==> config.mk <==
export PLATFORM = sky130hd
export DESIGN_NAME = i2s_sample_scheduler
export DESIGN_NICKNAME = d
export VERILOG_FILES = /design/src/rtl/audio_pkg.sv /design/src/rtl/sample_fifo.sv /design/src/rtl/i2s_sample_scheduler.sv
export SDC_FILE = /design/constraint.sdc
export NUM_CORES = 1
export LEC_CHECK = 0
export CORE_ASPECT_RATIO = 1.4
export CORE_MARGIN = 8
export CORE_UTILIZATION = 53
export CTS_CLUSTER_DIAMETER = 80
export DETAILED_ROUTE_END_ITERATION = 8
export PLACE_DENSITY_LB_ADDON = 0.3
export SLEW_MARGIN = 0
export SYNTH_ARGS = -nofsm -noshare
export SYNTH_HDL_FRONTEND = slang
export SYNTH_SLANG_ARGS = --single-unit
==> constraint.sdc <==
create_clock -name AMCLK_i -period 7.4 [get_ports AMCLK_i]
set_input_delay 0.74 -clock AMCLK_i [delete_from_list [all_inputs] [get_ports AMCLK_i]]
set_output_delay 0.74 -clock AMCLK_i [all_outputs]
set_load 0.01 [all_outputs]
==> src/rtl/audio_pkg.sv <==
// Shared audio-path types and default constants for the sample scheduler and I2S transmitter.
package audio_pkg;

  typedef enum logic [0:0] {
    PRIME = 1'b0,
    RUN   = 1'b1
  } sched_state_t;

  localparam int unsigned DEF_I2S_DATA_BITS      = 24;
  localparam int unsigned DEF_MCLK_FRAME_DIVIDER = 512;

endpackage

==> src/rtl/sample_fifo.sv <==
// Synchronous sample-pair FIFO with wrap-bit pointers, registered level and registered read data.
module sample_fifo #(
  parameter int unsigned WIDTH = 48,
  parameter int unsigned DEPTH = 8
) (
  input  logic                       clk,
  input  logic                       rst_n,
  input  logic                       push,
  input  logic [WIDTH-1:0]           wr_data,
  input  logic                       pop,
  input  logic                       rd_clr,
  output logic [WIDTH-1:0]           rd_data,
  output logic                       full_c,
  output logic                       empty_c,
  output logic [$clog2(DEPTH):0]     level
);

  localparam int unsigned AW = $clog2(DEPTH);
  localparam int unsigned LW = AW + 1;

  logic [WIDTH-1:0] mem [DEPTH];
  logic [AW:0]      wr_ptr;
  logic [AW:0]      rd_ptr;
  logic             push_ok;
  logic             pop_ok;

  assign empty_c = (wr_ptr == rd_ptr);
  assign full_c  = (wr_ptr[AW] != rd_ptr[AW]) && (wr_ptr[AW-1:0] == rd_ptr[AW-1:0]);

  // A pop frees the slot the push lands in, so a full FIFO still accepts a same-cycle write.
  assign push_ok = push && (!full_c || pop);
  assign pop_ok  = pop && !empty_c;

  always_ff @(posedge clk) begin
    if (push_ok) begin
      mem[wr_ptr[AW-1:0]] <= wr_data;
    end
  end

  always_ff @(posedge clk or negedge rst_n) begin
    if (!rst_n) begin
      wr_ptr  <= '0;
      rd_ptr  <= '0;
      level   <= '0;
      rd_data <= '0;
    end else begin
      if (push_ok) begin
        wr_ptr <= wr_ptr + (AW+1)'(1);
      end
      if (pop_ok) begin
        rd_ptr  <= rd_ptr + (AW+1)'(1);
        rd_data <= mem[rd_ptr[AW-1:0]];
      end else if (rd_clr) begin
        rd_data <= '0;
      end
      case ({push_ok, pop_ok})
        2'b10:   level <= level + LW'(1);
        2'b01:   level <= level - LW'(1);
        default: level <= level;
      endcase
    end
  end

endmodule

==> src/rtl/i2s_sample_scheduler.sv <==
// Paces jittery decoder sample pairs into the I2S transmitter at one pair per frame, priming and muting on underrun.
module i2s_sample_scheduler
  import audio_pkg::*;
#(
  parameter int unsigned I2S_DATA_BITS      = DEF_I2S_DATA_BITS,
  parameter int unsigned MCLK_FRAME_DIVIDER = DEF_MCLK_FRAME_DIVIDER,
  parameter int unsigned FIFO_DEPTH         = 8,
  parameter int unsigned PRIME_LEVEL        = 4
) (
  input  logic                             AMCLK_i,
  input  logic                             reset_n,
  input  logic [I2S_DATA_BITS-1:0]         IN_LEFT_i,
  input  logic [I2S_DATA_BITS-1:0]         IN_RIGHT_i,
  input  logic                             IN_VALID_i,
  input  logic                             STATUS_CLR_i,
  output logic [I2S_DATA_BITS-1:0]         APSDATA_LEFT_o,
  output logic [I2S_DATA_BITS-1:0]         APSDATA_RIGHT_o,
  output logic                             APDATA_VALID_o,
  output logic [$clog2(FIFO_DEPTH):0]      FILL_o,
  output logic                             RUNNING_o,
  output logic                             UNDERRUN_o,
  output logic                             OVERRUN_o
);

  localparam int unsigned DIV_W  = $clog2(MCLK_FRAME_DIVIDER);
  localparam int unsigned FILL_W = $clog2(FIFO_DEPTH) + 1;
  localparam int unsigned PAIR_W = 2 * I2S_DATA_BITS;

  logic [DIV_W-1:0]  frame_cnt;
  logic              tick_c;
  sched_state_t      state_q;
  sched_state_t      state_d;
  logic              pop_c;
  logic              mute_c;
  logic              push_c;
  logic              underrun_set_c;
  logic              overrun_set_c;
  logic              full_c;
  logic              empty_c;
  logic [FILL_W-1:0] level;
  logic [PAIR_W-1:0] rd_data;
  logic              valid_q;
  logic              running_q;
  logic              underrun_q;
  logic              overrun_q;

  // Free-running frame counter; wraps naturally because the divider is a power of two.
  always_ff @(posedge AMCLK_i or negedge reset_n) begin
    if (!reset_n) begin
      frame_cnt <= '0;
    end else begin
      frame_cnt <= frame_cnt + DIV_W'(1);
    end
  end

  assign tick_c = (frame_cnt == DIV_W'(MCLK_FRAME_DIVIDER - 1));

  always_ff @(posedge AMCLK_i or negedge reset_n) begin
    if (!reset_n) begin
      state_q <= PRIME;
    end else begin
      state_q <= state_d;
    end
  end

  always_comb begin
    state_d        = state_q;
    pop_c          = 1'b0;
    mute_c         = 1'b0;
    underrun_set_c = 1'b0;
    if (tick_c) begin
      case (state_q)
        PRIME: begin
          if (level >= FILL_W'(PRIME_LEVEL)) begin
            pop_c   = 1'b1;
            state_d = RUN;
          end else begin
            mute_c = 1'b1;
          end
        end
        RUN: begin
          if (!empty_c) begin
            pop_c = 1'b1;
          end else begin
            mute_c         = 1'b1;
            underrun_set_c = 1'b1;
            state_d        = PRIME;
          end
        end
        default: begin
          mute_c  = 1'b1;
          state_d = PRIME;
        end
      endcase
    end
  end

  assign push_c        = IN_VALID_i && (!full_c || pop_c);
  assign overrun_set_c = IN_VALID_i && full_c && !pop_c;

  sample_fifo #(
    .WIDTH (PAIR_W),
    .DEPTH (FIFO_DEPTH)
  ) u_fifo (
    .clk     (AMCLK_i),
    .rst_n   (reset_n),
    .push    (push_c),
    .wr_data ({IN_LEFT_i, IN_RIGHT_i}),
    .pop     (pop_c),
    .rd_clr  (mute_c),
    .rd_data (rd_data),
    .full_c  (full_c),
    .empty_c (empty_c),
    .level   (level)
  );

  // Frame strobe, run indicator and sticky flags; a set event outranks a same-cycle clear.
  always_ff @(posedge AMCLK_i or negedge reset_n) begin
    if (!reset_n) begin
      valid_q    <= 1'b0;
      running_q  <= 1'b0;
      underrun_q <= 1'b0;
      overrun_q  <= 1'b0;
    end else begin
      valid_q   <= tick_c;
      running_q <= (state_d == RUN);
      if (underrun_set_c) begin
        underrun_q <= 1'b1;
      end else if (STATUS_CLR_i) begin
        underrun_q <= 1'b0;
      end
      if (overrun_set_c) begin
        overrun_q <= 1'b1;
      end else if (STATUS_CLR_i) begin
        overrun_q <= 1'b0;
      end
    end
  end

  assign APSDATA_LEFT_o  = rd_data[PAIR_W-1:I2S_DATA_BITS];
  assign APSDATA_RIGHT_o = rd_data[I2S_DATA_BITS-1:0];
  assign APDATA_VALID_o  = valid_q;
  assign FILL_o          = level;
  assign RUNNING_o       = running_q;
  assign UNDERRUN_o      = underrun_q;
  assign OVERRUN_o       = overrun_q;

endmodule
==> flow_metrics.env <==
export IMPL_syn_avg_cell_area_sq_um=22.5
export IMPL_hpwl_mm=18.8
export IMPL_drc=0
export IMPL_grt_pass1_wl_mm=52.5
export IMPL_syn_nets=829
export IMPL_fp_row_count=78
export IMPL_ys_flop_type="edfxtp_1"
export IMPL_finalNetCount=959
export IMPL_cp_start_kind="flop"
export IMPL_cp_endpoint="u_fifo.level[2]"
export IMPL_vias=8029
export IMPL_cts_path_max_buffers=3
export IMPL_hp_class="primary input to asynchronous set/reset pin"
export IMPL_async_flop_share_pct=16.0
export IMPL_end_kind="flop"
export IMPL_root_buffer="clkbuf_16"
export IMPL_clkTransAtPathRegs_ns=0.06
export IMPL_drt_iter0_markers=442
export IMPL_ys_seq_area_share_pct=77.2
export IMPL_grt_max_degree=70
export IMPL_syn_to_final_growth_pct=17.0
export IMPL_ir_drop_v=0.000231
export IMPL_r2r_cells=14
export IMPL_dieWidth_um=169
export IMPL_dp_slack_ns=3.87
export IMPL_antenna_found_initial=4
export IMPL_use_met3_pct=3.69
export IMPL_crit_path_top_delay_cell="nor2b_1"
export IMPL_worst_pin_slew_ns=1.02
export IMPL_ctsHoldBuffers=0
export IMPL_setup_viol=0
export IMPL_grt_usage_pct=18.0
export IMPL_grt_overflow_total=0
export IMPL_start_util_pct=53.6
export IMPL_htree_levels=2
export IMPL_powerDensity_nw_per_um2=290
export IMPL_timing_rr_end="u_fifo.level[2]"
export IMPL_cts_sinks=457
export IMPL_finalSetupTns_ns=0
export IMPL_cap_violations=0
export IMPL_rsz0062_at_grt="false"
export IMPL_synth_edf_count=384
export IMPL_setup_ws_ns=3.86
export IMPL_global_route_usage_met2_pct=32.1
export IMPL_fmax_mhz=283
export IMPL_cts_setup_buffers=0
export IMPL_yosysWarnings=0
export IMPL_busiest_layer="met2"
export IMPL_clock_latency_ns=0.54
export IMPL_critical_path_startpoint="frame_cnt[2]"
export IMPL_crit_arrival_ns=3.95
export IMPL_rrSetupSlack_ns=3.86
export IMPL_cts_tree="built"
export IMPL_numPortBuffers=107
export IMPL_nFillCells=2208
export IMPL_routed_wl_mm=34.0
export IMPL_grt_pass1_vias=8750
export IMPL_postLayoutCellArea_sq_um=20200
export IMPL_worstReg2RegStart="frame_cnt[2]"
export IMPL_yosysUniqueCellTypes=36
export IMPL_core_sq_um=32300
export IMPL_vias_per_cell=5.84
export IMPL_power_leakage_nw=6.66
export IMPL_timing_final_hold_violations=0
export IMPL_cp_cell_sequence="and3_1 > and2_1 > and4_1 > ha_1 > o31ai_1 > nor2b_1 > a21bo_2 > ha_1 > xor2_1 > ha_1 > a21oi_1 > xor2_1 > nor2_1 > xor2_1"
export IMPL_routabilityCongestion=0.726
export IMPL_ant_nets=0
export IMPL_numCtsBuffers=41
export IMPL_final_min_clock_period_ns=3.54
export IMPL_syn_area_sq_um=17300
export IMPL_max_slew_margin_pct=32.1
export IMPL_slowest_delay_ns=0.43
export IMPL_critPathKind="flop to flop"
export IMPL_synth_ff_latch_count=457
export IMPL_cp_required_ns=7.81
export IMPL_cp_max_fo=11
export IMPL_status="finished, final reports clean"
export IMPL_detail_route_wl_per_cell_um=24.7
export IMPL_finalCritPeriodShare_pct=47.8
export IMPL_postPlaceCellArea_sq_um=19000
export IMPL_finClkSkew_ns=0.0168
export IMPL_die_height_um=230
export IMPL_pin_count=108
export IMPL_slew_violations=0
export IMPL_synthCells=770
export IMPL_die_area_sq_um=38800
export IMPL_drt_pass1_iterations=5
export IMPL_met1_usage_pct=21.3
export IMPL_cts_resized=0
export IMPL_drive_above_1_share_pct=25.4
## metrics by stage
step,power (mW),cells,hold slack (ns),util [%]
floorplan,3.63,770,0.438,-
global placement,3.87,1297,0.454,58.7
detailed placement,3.90,1297,0.461,58.7
CTS,5.93,1372,0.0137,62.6
global route,6.09,1375,0.0231,62.7
finish,5.87,1375,0.0296,62.7
## how the worst min path moves through the flow
stage / slack [ns] / cells after the start / endpoint / from
2_1_floorplan: 0.44 / 0 / APDATA_VALID_o / reset_n
3_3_place_gp: 0.45 / 1 / frame_cnt[5] / frame_cnt[5]
3_5_place_dp: 0.46 / 1 / frame_cnt[4] / frame_cnt[4]
4_1_cts: 0.01 / 1 / u_fifo.rd_data[1] / reset_n
5_1_grt: 0.02 / 1 / u_fifo.rd_data[1] / reset_n
6_report: 0.03 / 1 / u_fifo.rd_data[43] / reset_n
## metal layers
layer,vias up,wire length [um]
met1,4314,13200
met3,39,1690
met2,209,18500
met4,2,600
li1,3465,-
met5,-,9
## state kept, by name, summed over array words and instances, names as in the netlist
register        flops
frame_cnt           9
u_fifo.level        4
RUNNING_o           1
u_fifo.wr_ptr       4
UNDERRUN_o          1
u_fifo.rd_ptr       4
u_fifo.rd_data     48
OVERRUN_o           1
u_fifo.mem        384
APDATA_VALID_o      1
## final cells by class
class	instances	area (sq um)	area share (%)
inverter	5	18.8	0.0927
clock buffer	62	1130	5.61
clock inverter	13	149	0.736
sequential	457	13400	66.0
timing repair buffer	129	1230	6.09
antenna	3	7.51	0.0371
tap	440	551	2.72
multi-input combinational	266	3780	18.7
## cells in the mapped netlist, types with 2 or more instances
cell	instances	area, sq um
buf_4	3	22.5
a21oi_1	4	20.0
nor2b_1	2	12.5
inv_1	5	18.8
xor2_1	7	61.3
a22o_1	49	429
nand2_1	4	15.0
xnor2_1	14	123
nor4b_1	2	17.5
mux4_2	96	2160
edfxtp_1	384	11500
nand4_1	4	25.0
buf_2	21	105
clkbuf_1	14	52.6
buf_6	3	33.8
mux2_2	51	574
and3_1	2	12.5
ha_1	7	87.6
nand3_1	3	15.0
nor2_1	3	11.3
dfrtp_1	73	1830
nor4_1	4	25.0
o21ai_0	2	10.0
## cell usage in the layout (no fill, tap or decap), drive strengths merged, types with 14 or more instances in the layout
master	count
edfxtp	384
clkdlybuf4s50	106
mux4	96
dfrtp	73
clkbuf	62
mux2	51
a22o	49
buf	23
xnor2	14
## worst max-delay path, delay by kind of cell, from the launching register on
family                     cells  cell delay, ns
AOI/OAI and AO/OA              3            0.75
xor gates and xnor gates       3            0.40
adders and majority gates      3            0.77
DFF                            1            0.41
and+or+nand+nor                5            1.09
## kinds of logic after synthesis
kind of cell    count (synthesis)  synth area share [%]
compound gates                 61                  2.97
xor+xnor                       21                  1.06
fa+ha+maj                       7                 0.506
buf+inv                        47                  1.43
flops                         457                  77.2
mux                           147                  15.8
simple gates                   30                  1.03
## power by group
group / leakage (nW) / internal (mW) / switching (mW) / total, mW
registers: 4.47 / 3.15 / 0.108 / 3.26
logic: 1.57 / 0.208 / 0.359 / 0.567
clock network: 0.618 / 1.17 / 0.877 / 2.05
Note: power is estimated with default switching activity, not from simulation.
